$ cat config.mk
export PLATFORM = sky130hd
export DESIGN_NAME = touch_adc_responder
export DESIGN_NICKNAME = d
export VERILOG_FILES = /design/src/rtl/touch_adc_responder.sv
export SDC_FILE = /design/constraint.sdc
export NUM_CORES = 1
export LEC_CHECK = 0
export BUFFER_PORTS_ARGS = -buffer_cell sky130_fd_sc_hd__buf_2
export CORE_ASPECT_RATIO = 1.4
export CORE_MARGIN = 3
export CORE_UTILIZATION = 32
export CTS_BUF_LIST = sky130_fd_sc_hd__clkbuf_8
export CTS_CLUSTER_DIAMETER = 200
export CTS_CLUSTER_SIZE = 25
export DETAILED_ROUTE_END_ITERATION = 8
export PLACE_DENSITY = 0.62
export SETUP_SLACK_MARGIN = 0.4
export SLEW_MARGIN = 30
export SYNTH_ARGS = -nofsm -noshare
export SYNTH_HDL_FRONTEND = slang
export SYNTH_SLANG_ARGS = --single-unit
export TNS_END_PERCENT = 50
$ cat constraint.sdc
create_clock -name cclk -period 1.9 [get_ports cclk]
set_clock_uncertainty 0.2 [all_clocks]
set_input_delay 0.285 -clock cclk [delete_from_list [all_inputs] [get_ports cclk]]
set_output_delay 0.285 -clock cclk [all_outputs]
set_load 0.005 [all_outputs]
$ cat src/rtl/touch_adc_responder.sv
// touch_adc_responder: ADS7843-style touch ADC emulator on a 3-wire serial bus.
// The master's touch_clk/touch_csb/touch_din are oversampled in the cclk domain.
// Each pin passes through a SYNC_STAGES-deep synchronizer (legal depth 2..3).
// Edges of the synchronized serial clock then drive a four-state FSM.
// Optional feature: define TOUCH_RESP_PENIRQ_EN to add the penirqb pen-down output.
module touch_adc_responder #(
  parameter int SYNC_STAGES = 2
) (
  input  logic        cclk,
  input  logic        rstb,
  input  logic        touch_clk,
  input  logic        touch_csb,
  input  logic        touch_din,
  output logic        touch_dout,
  output logic        touch_busy,
  input  logic [11:0] x_val,
  input  logic [11:0] y_val,
  input  logic [11:0] z_val,
  output logic [7:0]  last_cmd,
  output logic        cmd_done
`ifdef TOUCH_RESP_PENIRQ_EN
  ,
  output logic        penirqb
`endif
);

  typedef enum logic [1:0] {
    IDLE = 2'd0,
    CMD  = 2'd1,
    BUSY = 2'd2,
    DATA = 2'd3
  } state_t;

  // Synchronizer chains; index 0 is the stage nearest the pin.
  logic [SYNC_STAGES-1:0] clk_sync_reg;
  logic [SYNC_STAGES-1:0] csb_sync_reg;
  logic [SYNC_STAGES-1:0] din_sync_reg;

  logic clk_s;
  logic csb_s;
  logic din_s;
  logic clk_prev_reg;
  logic rise;
  logic fall;

  state_t      state_reg, state_next;
  logic [3:0]  bit_cnt_reg, bit_cnt_next;
  logic [6:0]  shift_reg, shift_next;
  logic [11:0] result_reg, result_next;
  logic        dout_reg, dout_next;
  logic        busy_reg, busy_next;
  logic [7:0]  last_cmd_reg, last_cmd_next;
  logic        cmd_done_reg, cmd_done_next;

  logic [7:0]  cmd_word;
  logic [11:0] sel_val;
  logic [11:0] captured;

  genvar gi;
  generate
    for (gi = 0; gi < SYNC_STAGES; gi++) begin : g_sync
      // One synchronizer stage per pin; idle-bus values on reset
      always_ff @(posedge cclk) begin
        if (!rstb) begin
          clk_sync_reg[gi] <= 1'b0;
          csb_sync_reg[gi] <= 1'b1;
          din_sync_reg[gi] <= 1'b0;
        end else if (gi == 0) begin
          clk_sync_reg[gi] <= touch_clk;
          csb_sync_reg[gi] <= touch_csb;
          din_sync_reg[gi] <= touch_din;
        end else begin
          clk_sync_reg[gi] <= clk_sync_reg[(gi > 0) ? gi - 1 : 0];
          csb_sync_reg[gi] <= csb_sync_reg[(gi > 0) ? gi - 1 : 0];
          din_sync_reg[gi] <= din_sync_reg[(gi > 0) ? gi - 1 : 0];
        end
      end
    end
  endgenerate

  assign clk_s = clk_sync_reg[SYNC_STAGES-1];
  assign csb_s = csb_sync_reg[SYNC_STAGES-1];
  assign din_s = din_sync_reg[SYNC_STAGES-1];

  // Remember the previous synchronized serial clock for edge detection
  always_ff @(posedge cclk) begin
    if (!rstb) begin
      clk_prev_reg <= 1'b0;
    end else begin
      clk_prev_reg <= clk_s;
    end
  end

  assign rise = clk_s & ~clk_prev_reg;
  assign fall = ~clk_s & clk_prev_reg;

  // Full command word as it stands when the current din bit is appended
  assign cmd_word = {shift_reg, din_s};

  // Channel mux and 8/12-bit mode applied to the command being completed
  always_comb begin
    sel_val = 12'h000;
    case (cmd_word[6:4])
      3'b101:  sel_val = x_val;
      3'b001:  sel_val = y_val;
      3'b011:  sel_val = z_val;
      default: sel_val = 12'h000;
    endcase
    captured = cmd_word[3] ? {sel_val[11:4], 4'b0000} : sel_val;
  end

  // State and datapath registers
  always_ff @(posedge cclk) begin
    if (!rstb) begin
      state_reg    <= IDLE;
      bit_cnt_reg  <= 4'd0;
      shift_reg    <= 7'd0;
      result_reg   <= 12'h000;
      dout_reg     <= 1'b0;
      busy_reg     <= 1'b0;
      last_cmd_reg <= 8'h00;
      cmd_done_reg <= 1'b0;
    end else begin
      state_reg    <= state_next;
      bit_cnt_reg  <= bit_cnt_next;
      shift_reg    <= shift_next;
      result_reg   <= result_next;
      dout_reg     <= dout_next;
      busy_reg     <= busy_next;
      last_cmd_reg <= last_cmd_next;
      cmd_done_reg <= cmd_done_next;
    end
  end

  // Next-state logic: deselect dominates, din used on rises, outputs move on falls
  always_comb begin
    state_next    = state_reg;
    bit_cnt_next  = bit_cnt_reg;
    shift_next    = shift_reg;
    result_next   = result_reg;
    dout_next     = dout_reg;
    busy_next     = busy_reg;
    last_cmd_next = last_cmd_reg;
    cmd_done_next = 1'b0;

    if (csb_s) begin
      state_next   = IDLE;
      dout_next    = 1'b0;
      busy_next    = 1'b0;
      bit_cnt_next = 4'd0;
    end else begin
      case (state_reg)
        IDLE: begin
          // Leading zero bits are ignored until a start bit arrives
          if (rise && din_s) begin
            state_next   = CMD;
            bit_cnt_next = 4'd1;
            shift_next   = 7'b000_0001;
          end
        end
        CMD: begin
          if (rise) begin
            shift_next   = cmd_word[6:0];
            bit_cnt_next = bit_cnt_reg + 4'd1;
            if (bit_cnt_reg == 4'd7) begin
              // Eighth bit: command complete, freeze the conversion result now
              last_cmd_next = cmd_word;
              cmd_done_next = 1'b1;
              result_next   = captured;
              bit_cnt_next  = 4'd0;
              state_next    = BUSY;
            end
          end
        end
        BUSY: begin
          if (fall) begin
            if (!busy_reg) begin
              busy_next = 1'b1;
            end else begin
              busy_next    = 1'b0;
              dout_next    = result_reg[11];
              result_next  = {result_reg[10:0], 1'b0};
              bit_cnt_next = 4'd11;
              state_next   = DATA;
            end
          end
        end
        DATA: begin
          if (fall) begin
            if (bit_cnt_reg != 4'd0) begin
              dout_next    = result_reg[11];
              result_next  = {result_reg[10:0], 1'b0};
              bit_cnt_next = bit_cnt_reg - 4'd1;
            end else begin
              // One fall past D0: return the line low and wait for a new command
              dout_next  = 1'b0;
              state_next = IDLE;
            end
          end
        end
        default: begin
          state_next = IDLE;
        end
      endcase
    end
  end

  assign touch_dout = dout_reg;
  assign touch_busy = busy_reg;
  assign last_cmd   = last_cmd_reg;
  assign cmd_done   = cmd_done_reg;

`ifdef TOUCH_RESP_PENIRQ_EN
  logic penirq_reg;

  // Pen-down indication: asserted low only while idle with a nonzero pressure reading
  always_ff @(posedge cclk) begin
    if (!rstb) begin
      penirq_reg <= 1'b1;
    end else begin
      penirq_reg <= !((state_reg == IDLE) && (z_val != 12'h000));
    end
  end

  assign penirqb = penirq_reg;
`endif

endmodule

==> results.json, run 1 <==
{
  "power.share.combinational": 0.064,
  "switching_share": 0.229,
  "largest_reg_flops": 12,
  "routed_wl_um": 5660,
  "crit_fanout": 7,
  "h-tree-depth": 2,
  "initial_utilization": 0.332,
  "overflow": 0,
  "leakage_nw": 1.26,
  "yosys_warnings": 0,
  "place_congestion": 0.841,
  "syn_area_um2": 2320,
  "postRouteAntennaNets": 0,
  "diodes": 0,
  "max_slew_margin": 0.709,
  "num_io_pins": 52,
  "setup_viol": 10,
  "syn_inst": 256,
  "grt_max_degree": 36,
  "clock_path_buffers": 2,
  "period_share": 1.03,
  "antenna_found_initial": 0,
  "synth_ff_type": "dfxtp_1",
  "crit_type": "reg -> reg",
  "worst_slack_ps": -50.4,
  "r2r_start": "state_reg[1]",
  "finalHoldViolCount": 0,
  "clock_sinks": 43,
  "switchingPower_mw": 0.361,
  "wl_per_cell_um": 13.0,
  "port_buffers": 51,
  "min_to": "result_reg[7]",
  "hold_start": "z_val[7]",
  "viasPerCell": 4.82,
  "synth_edf_count": 0,
  "synth_fp_nets": 304,
  "die_area_um2": 8320,
  "p_clk_frac": 0.360,
  "area_delta_synth_final_pct": 45.4,
  "internal_power_mw": 1.21,
  "fp.dieH_um": 107,
  "rsz0062_at_grt": "yes",
  "final_cell_mix": "buf_2, dfxtp_1, buf_4",
  "min_path_cells": 5,
  "drive_above_1_share": 0.475,
  "dp.cells": 417,
  "status": "complete, but fails checks",
  "vias": 2100,
  "synth_cell_types": 45,
  "drc": 0,
  "worstMarginPinSlew_ps": 432,
  "endpoint_kind": "register",
  "cts_tree": "yes",
  "finalHoldWorstSlack_ps": 205,
  "clk-insertion-delay-late_ps": 300,
  "grt_use_total": 0.140,
  "powerDensity_nw_per_um2": 467,
  "drv_slew": 0,
  "worstRegToRegCells": 8,
  "grt_pass1_vias": 2116,
  "drtIter0Drc": 99,
  "reg2reg_setup_slack_ps": -50,
  "path_clk_slew_ps": 90,
  "drt-pass1-iter-count": 4,
  "final_cells": 436,
  "max_freq_ghz": 0.513,
  "violations": "setup timing",
  "numCtsBuffers": 5,
  "synth-async-reset-ratio": 0,
  "r2r-end": "bit_cnt_reg[0]",
  "synth-seq-cells": 43,
  "arrival_ps": 1980,
  "avgSynthCellArea_um2": 9.06,
  "drv_cap": 0,
  "finalCriticalPeriod_ps": 1950,
  "dp_hpwl_um": 3890,
  "grt_pass1_wl_um": 9520,
  "clockRootBuffer": "clkbuf_8",
  "synth_seq_area_share": 0.371,
  "fp.dieW_um": 77.9,
  "layout_commonest_cell": "buf_2",
  "power_frac_seq": 0.576,
  "fp.coreArea_um2": 6980,
  "placementRows": 36,
  "required_ps": 1930,
  "hp-class": "in -> reg",
  "critPathLaunchType": "register",
  "peakVddDrop_uv": 295,
  "nets": 388,
  "p_total_mw": 1.58
}
-- through the flow --
step | utilization | setup WS, ps | area [µm²] | setup TNS [ps]
detailed placement | 0.419 | -114 | 2920 | -1910
global route | 0.483 | -137 | 3370 | -1430
floorplan | - | -60.1 | 2380 | -123
global placement | 0.419 | -75.1 | 2920 | -1130
finish | 0.483 | -50.4 | 3370 | -214
CTS | 0.461 | 2.62 | 3220 | 0
-- kinds of logic (layout without fill, tap and decap cells) --
| family | count (synthesis) | after routing | share of synthesized area |
|---|---|---|---|
| compound gates | 77 | 77 | 0.243 |
| flops | 43 | 43 | 0.371 |
| fa+ha+maj | 7 | 7 | 0.0378 |
| xor+xnor | 2 | 2 | 0.00756 |
| simple gates | 74 | 74 | 0.175 |
| mux | 25 | 25 | 0.108 |
| buf+inv | 28 | 113 | 0.0567 |
-- area by class of cell --
| cell class | instances | area, µm² |
|---|---|---|
| Fill cell | 674 | 3610 |
| Clock buffer | 5 | 68.8 |
| Inverter | 9 | 33.8 |
| Timing Repair Buffer | 96 | 708 |
| Clock inverter | 3 | 16.3 |
| Tap cell | 95 | 119 |
| Sequential cell | 43 | 873 |
| Multi-Input combinational cell | 185 | 1550 |
-- metal layers --
layer / vias up / routed length [µm] / global-route usage
li1: 1070 / - / -
met1: 962 / 2280 / 0.157
met2: 60 / 3070 / 0.257
met3: 8 / 240 / 0.0235
met4: 0 / 75 / 0.0563
met5: - / 0 / 0
-- cell usage after synthesis, types with 2 or more instances --
cell type,count,area share
a21boi_0,6,0.019
a21oi_1,16,0.035
a21oi_2,9,0.034
a22oi_1,3,0.0097
a2bb2oi_1,9,0.034
and2_1,6,0.016
buf_2,9,0.019
clkbuf_1,8,0.013
dfxtp_1,43,0.37
ha_1,7,0.038
inv_1,9,0.015
mux2i_1,24,0.10
nand2_1,5,0.0081
nand2b_1,12,0.032
nand3_1,10,0.022
nand3b_1,3,0.0097
nor2_1,19,0.031
nor2b_1,9,0.024
nor3_1,3,0.0065
o21ai_0,12,0.026
o21ai_1,8,0.017
o21ai_2,2,0.0076
o221ai_1,2,0.0076
-- worst max-delay path by stage --
| stage | startpoint | endpoint | slack, ps | depth (start not counted) |
|---|---|---|---|---|
| final | state_reg[1] | bit_cnt_reg[0] | -50 | 8 |
| after global routing | state_reg[1] | bit_cnt_reg[0] | -140 | 8 |
| after CTS | bit_cnt_reg[0] | result_reg[0] | 3 | 7 |
| after detailed placement | bit_cnt_reg[1] | result_reg[1] | -110 | 8 |
| after global placement | bit_cnt_reg[1] | result_reg[6] | -80 | 8 |
| after floorplan | state_reg[0] | bit_cnt_reg[0] | -60 | 8 |
-- power by group through the flow --
stage	registers [mW]	clock network, mW	logic, mW
after floorplan	0.931	0	0.0404
after global placement	0.932	0	0.0912
after detailed placement	0.932	0	0.0917
after CTS	0.910	0.595	0.0983
after global routing	0.908	0.622	0.113
final	0.907	0.568	0.101
-- what timing repair did --
action                                 4_1_cts  5_1_grt
hold buffers                                 3        0
setup buffers                                2        2
resized for setup                           34       34
setup endpoints to repair                   35       35
pin swaps                                   19       14
gates cloned                                 3        1
endpoints found under the hold margin        3        0
-- critical path, stage by stage, from the launching register on --
cell,delay [ps]
dfxtp_2,350
inv_2,60
ha_4,190
buf_4,140
a211oi_2,190
buf_4,180
o21ai_2,70
or3b_1,380
a21oi_1,120
Note: power is estimated with default switching activity, not from simulation.
==> run 2: changes to the inputs <==
--- a/config.mk
+++ b/config.mk
@@ -5,7 +5,6 @@
 export SDC_FILE = /design/constraint.sdc
 export NUM_CORES = 1
 export LEC_CHECK = 0
-export BUFFER_PORTS_ARGS = -buffer_cell sky130_fd_sc_hd__buf_2
 export CORE_ASPECT_RATIO = 1.4
 export CORE_MARGIN = 3
 export CORE_UTILIZATION = 32
@@ -13,7 +12,8 @@
 export CTS_CLUSTER_DIAMETER = 200
 export CTS_CLUSTER_SIZE = 25
 export DETAILED_ROUTE_END_ITERATION = 8
-export PLACE_DENSITY = 0.62
+export DONT_BUFFER_PORTS = 1
+export PLACE_DENSITY = 0.55
 export SETUP_SLACK_MARGIN = 0.4
 export SLEW_MARGIN = 30
 export SYNTH_ARGS = -nofsm -noshare
==> run 2 against run 1 <==
  * The run ends with hold timing, setup timing left
  * First-iteration DRC count decreased by 32%
  * Global-route usage decreased by 0.38 points
  * Combinational power decreased by 45%
  * Highest routed layer unchanged
==> results.json, run 2 (synthesis gave the netlist of run 1 again) <==
{
  "largest_reg_flops": 12,
  "slowest_stage": "dfxtp_4",
  "finalHoldViolCount": 29,
  "clock_path_buffers": 2,
  "hp-class": "in -> reg",
  "fp.dieW_um": 77.9,
  "clockRootBuffer": "clkbuf_8",
  "finalHoldWorstSlack_ps": -93.2,
  "routed_wl_um": 5550,
  "setup_viol": 12,
  "viasPerCell": 4.99,
  "max_slew_margin": 0.761,
  "antenna_found_initial": 0,
  "overflow": 0,
  "period_share": 1.02,
  "worstMarginPinSlew_ps": 356,
  "worst_slack_ps": -38.5,
  "wl_per_cell_um": 14.2,
  "crit_type": "reg -> reg",
  "max_freq_ghz": 0.516,
  "drive_above_1_share": 0.340,
  "fp.dieH_um": 107,
  "violations": "hold timing, setup timing",
  "dp_hpwl_um": 3970,
  "drt-pass1-iter-count": 4,
  "postRouteAntennaNets": 0,
  "path_common_cell": "buf_4",
  "crit_fanout": 4,
  "cpPeakStageDelay_ps": 380,
  "grt_pass1_wl_um": 9230,
  "clock_sinks": 43,
  "place_congestion": 0.803,
  "powerDensity_nw_per_um2": 531,
  "h-tree-depth": 2,
  "finish.utilization": 0.453,
  "drtIter0Drc": 67,
  "layout_commonest_cell": "dfxtp_1",
  "required_ps": 1880,
  "cts_tree": "yes",
  "drc": 0,
  "numCtsBuffers": 5,
  "crit_chain": "inv_2 -> ha_4 -> buf_4 -> a211oi_2 -> buf_4 -> buf_4 -> o221ai_4 -> mux2i_1 -> nor2_1",
  "peakVddDrop_uv": 268,
  "final_cell_mix": "dfxtp_1, buf_4, mux2i_1",
  "critPathLaunchType": "register",
  "grt_pass1_vias": 1944,
  "arrival_ps": 1920,
  "vias": 1956,
  "finalCriticalPeriod_ps": 1940,
  "ctsHoldBuffers": 7,
  "grt_max_degree": 37,
  "num_io_pins": 52,
  "grt_use_total": 0.136,
  "path_clk_slew_ps": 90,
  "drv_slew": 0,
  "port_buffers": 0,
  "tns_ps": -295,
  "leakage_nw": 1.09,
  "placementRows": 36,
  "drv_cap": 0,
  "initial_utilization": 0.332,
  "rsz0062_at_grt": "yes",
  "area_delta_synth_final_pct": 36.5,
  "fp.coreArea_um2": 6980,
  "diodes": 0,
  "die_area_um2": 8320,
  "endpoint_kind": "register",
  "status": "complete, but fails checks",
  "clk-insertion-delay-late_ps": 300,
  "nets": 344
}
## run 2: final cells by class
class | count | area (µm²)
fill | 687 | 3820
multi-input combinational | 185 | 1500
sequential | 43 | 873
timing repair buffer | 52 | 520
tap | 95 | 119
clock buffer | 5 | 68.8
clock inverter | 3 | 43.8
inverter | 9 | 36.3
## run 2: routing by layer
layer,global-route usage,wire length [µm],vias to the layer above,share of wire
met2,0.246,2960,45,0.53
li1,-,-,987,-
met1,0.163,2320,917,0.42
met5,0,0,-,0
met3,0.0218,204,7,0.037
met4,0.0413,72,0,0.013
## run 2: final timing paths
| path | startpoint | to | slack [ps] | depth (start not counted) |
|---|---|---|---|---|
| max | state_reg[0] | state_reg[1] | -40 | 9 |
| min | rstb | result_reg[2] | -90 | 2 |
| max reg2reg | state_reg[0] | state_reg[1] | -40 | 9 |
| min reg2reg | result_reg[0] | result_reg[0] | 280 | 2 |
## run 2: what timing repair did
item / in CTS / in global routing
pin swaps: 12 / 3
endpoints found under the hold margin: 35 / 29
cloned: 2 / 1
gates resized for setup: 30 / 22
endpoints found under the setup margin: 36 / 36
setup buffers: 3 / 1
## run 2: worst max-delay path, delay by kind of cell, from the launching register on
kind,cells,cell delay (ps)
buffers and inverters,4,520
adders and majority gates,1,140
AOI/OAI and AO/OA,2,270
muxes,1,250
and+or+nand+nor,1,60
DFF,1,380
## run 2: report_power, final
group	internal (mW)	switching, mW	total, mW
clock network	0.392	0.326	0.718
logic	0.0354	0.0198	0.0552
registers	0.903	0.00500	0.908
total	1.33	0.351	1.68
## run 2: stage by stage
step / area [µm²] / setup WS, ps / power [mW] / std cells
6_report: 3170 / -38.5 / 1.68 / 392
2_1_floorplan: 2380 / -60.1 / 0.971 / 256
3_3_place_gp: 2700 / -114 / 0.975 / 370
5_1_grt: 3170 / -122 / 1.75 / 392
4_1_cts: 3050 / -49.5 / 1.71 / 390
3_5_place_dp: 2700 / -203 / 0.976 / 370
==> run 3: changes to the inputs <==
--- a/config.mk
+++ b/config.mk
@@ -14,7 +14,7 @@
 export DETAILED_ROUTE_END_ITERATION = 8
 export DONT_BUFFER_PORTS = 1
 export PLACE_DENSITY = 0.55
-export SETUP_SLACK_MARGIN = 0.4
+export SETUP_SLACK_MARGIN = 0.15
 export SLEW_MARGIN = 30
 export SYNTH_ARGS = -nofsm -noshare
 export SYNTH_HDL_FRONTEND = slang
==> run 3 against run 2 <==
  * The run ends with setup timing left
  * Count of clock-buffer cells in the layout rose by 1
  * Worst hold slack improved by 180 ps
  * Core utilization down 0.79 points
  * Sequential power hardly changed
  * Maximum frequency is 1.0% lower
  * Flip-flop and latch count unchanged
  * Global-route usage is essentially flat
==> results.json, run 3 (synthesis gave the netlist of run 1 again) <==
{
  "arrival_ps": 1980,
  "drc": 0,
  "max_slew_margin": 0.723,
  "critPathLaunchType": "register",
  "worstMarginPinSlew_ps": 416,
  "met2_usage": 0.230,
  "drtIter0Drc": 58,
  "finalHoldViolCount": 0,
  "dp_hpwl_um": 3910,
  "initial_utilization": 0.332,
  "violations": "setup timing",
  "worstRegToRegCells": 7,
  "finish.utilization": 0.446,
  "p_total_mw": 1.59,
  "largest_reg_flops": 12,
  "final_cells": 390,
  "fp.dieW_um": 77.9,
  "max_freq_ghz": 0.511,
  "vias": 1955,
  "numCtsBuffers": 5,
  "clock_sinks": 43,
  "crit_fanout": 4,
  "wl_per_cell_um": 14.9,
  "fp.dieH_um": 107,
  "clk-insertion-delay-late_ps": 290,
  "required_ps": 1920,
  "drv_slew": 0,
  "layout_commonest_cell": "dfxtp_1",
  "dp.cells": 364,
  "worst_slack_ps": -58.4,
  "rsz0062_at_grt": "yes",
  "grt_max_degree": 37,
  "drv_cap": 0,
  "status": "complete, but fails checks",
  "grt_pass1_vias": 1957,
  "cts_tree": "yes",
  "overflow": 0,
  "grt_use_met1": 0.167,
  "fp.coreArea_um2": 6980,
  "min_path_cells": 3,
  "path_clk_slew_ps": 90,
  "finalCriticalPeriod_ps": 1960,
  "area_delta_synth_final_pct": 34.2,
  "use_met3": 0.0311,
  "hp-class": "in -> reg",
  "grt_use_total": 0.136,
  "h-tree-depth": 2,
  "die_area_um2": 8320,
  "crit_type": "reg -> reg",
  "clock_path_buffers": 2,
  "busiest_layer": "met2",
  "routed_wl_um": 5800,
  "endpoint_kind": "register",
  "period_share": 1.03,
  "leakage_nw": 1.07,
  "placementRows": 36,
  "drive_above_1_share": 0.342,
  "drt-pass1-iter-count": 4,
  "powerDensity_nw_per_um2": 512,
  "postRouteAntennaNets": 0,
  "place_congestion": 0.877,
  "nets": 342,
  "final_cell_mix": "dfxtp_1, buf_4, mux2i_1",
  "grt_pass1_wl_um": 9230,
  "num_io_pins": 52,
  "port_buffers": 0,
  "clockRootBuffer": "clkbuf_8",
  "viasPerCell": 5.01,
  "antenna_found_initial": 0,
  "diodes": 0,
  "peakVddDrop_uv": 336,
  "setup_viol": 10
}
run 3: changes by cell type in the layout (fill, tap and decap cells not counted), sizes merged:
cell / delta
inv: +1
clkbuf: +2
buf: -5
bufinv: -1
clkinv: -1
dlygate4sd3: +2
run 3: metrics by stage:
step	cell area [µm²]	setup slack [ps]	hold WS [ps]	TNS (ps)
2_1_floorplan	2380	-60.1	158	-123
3_3_place_gp	2670	-50.6	169	-496
3_5_place_dp	2670	-85.3	163	-820
4_1_cts	2930	-42.6	-100	-232
5_1_grt	3110	-124	73.4	-1840
6_report	3110	-58.4	83.4	-216
run 3: final timing paths:
| kind | from | to | slack, ps |
|---|---|---|---|
| hold reg to reg | shift_reg[1] | shift_reg[1] | 290 |
| hold / removal | rstb | result_reg[3] | 80 |
| setup reg to reg | state_reg[1] | bit_cnt_reg[0] | -60 |
| setup / recovery | state_reg[1] | bit_cnt_reg[0] | -60 |
run 3: critical path, cell delays in order, from the launching register on:
cell	delay [ps]
dfxtp_4	370
buf_6	120
ha_4	160
or2_4	240
o32ai_4	200
o21ai_2	110
or3b_1	350
a21oi_1	140
run 3: report_power, final:
group	switching, mW	total [mW]	internal [mW]
sequential	0.00429	0.908	0.904
clock	0.321	0.614	0.293
combinational	0.0305	0.0702	0.0397
run 3: final cells by class:
type,count,area (µm²)
clock buffers,6,82.6
clock inverters,2,12.5
fillers,686,3870
inverters,9,33.8
multi-input cells,185,1490
flip-flops and latches,43,871
well taps,95,119
repair buffers,50,502
run 3: layer usage:
| metal | routed length, µm | vias up | share of wire |
|---|---|---|---|
| met2 | 3000 | 48 | 0.52 |
| met5 | 0 | - | 0 |
| met4 | 107 | 0 | 0.018 |
| li1 | - | 976 | - |
| met3 | 260 | 11 | 0.045 |
| met1 | 2430 | 920 | 0.42 |
run 3: what timing repair did:
| item | in CTS | in global routing |
|---|---|---|
| cloned | 1 | 2 |
| endpoints found under the setup margin | 34 | 34 |
| hold buffers | 9 | 1 |
| hold endpoints to repair | 35 | 28 |
| pin swaps | 5 | 16 |
| setup buffers | 2 | 3 |
| gates resized for setup | 19 | 27 |
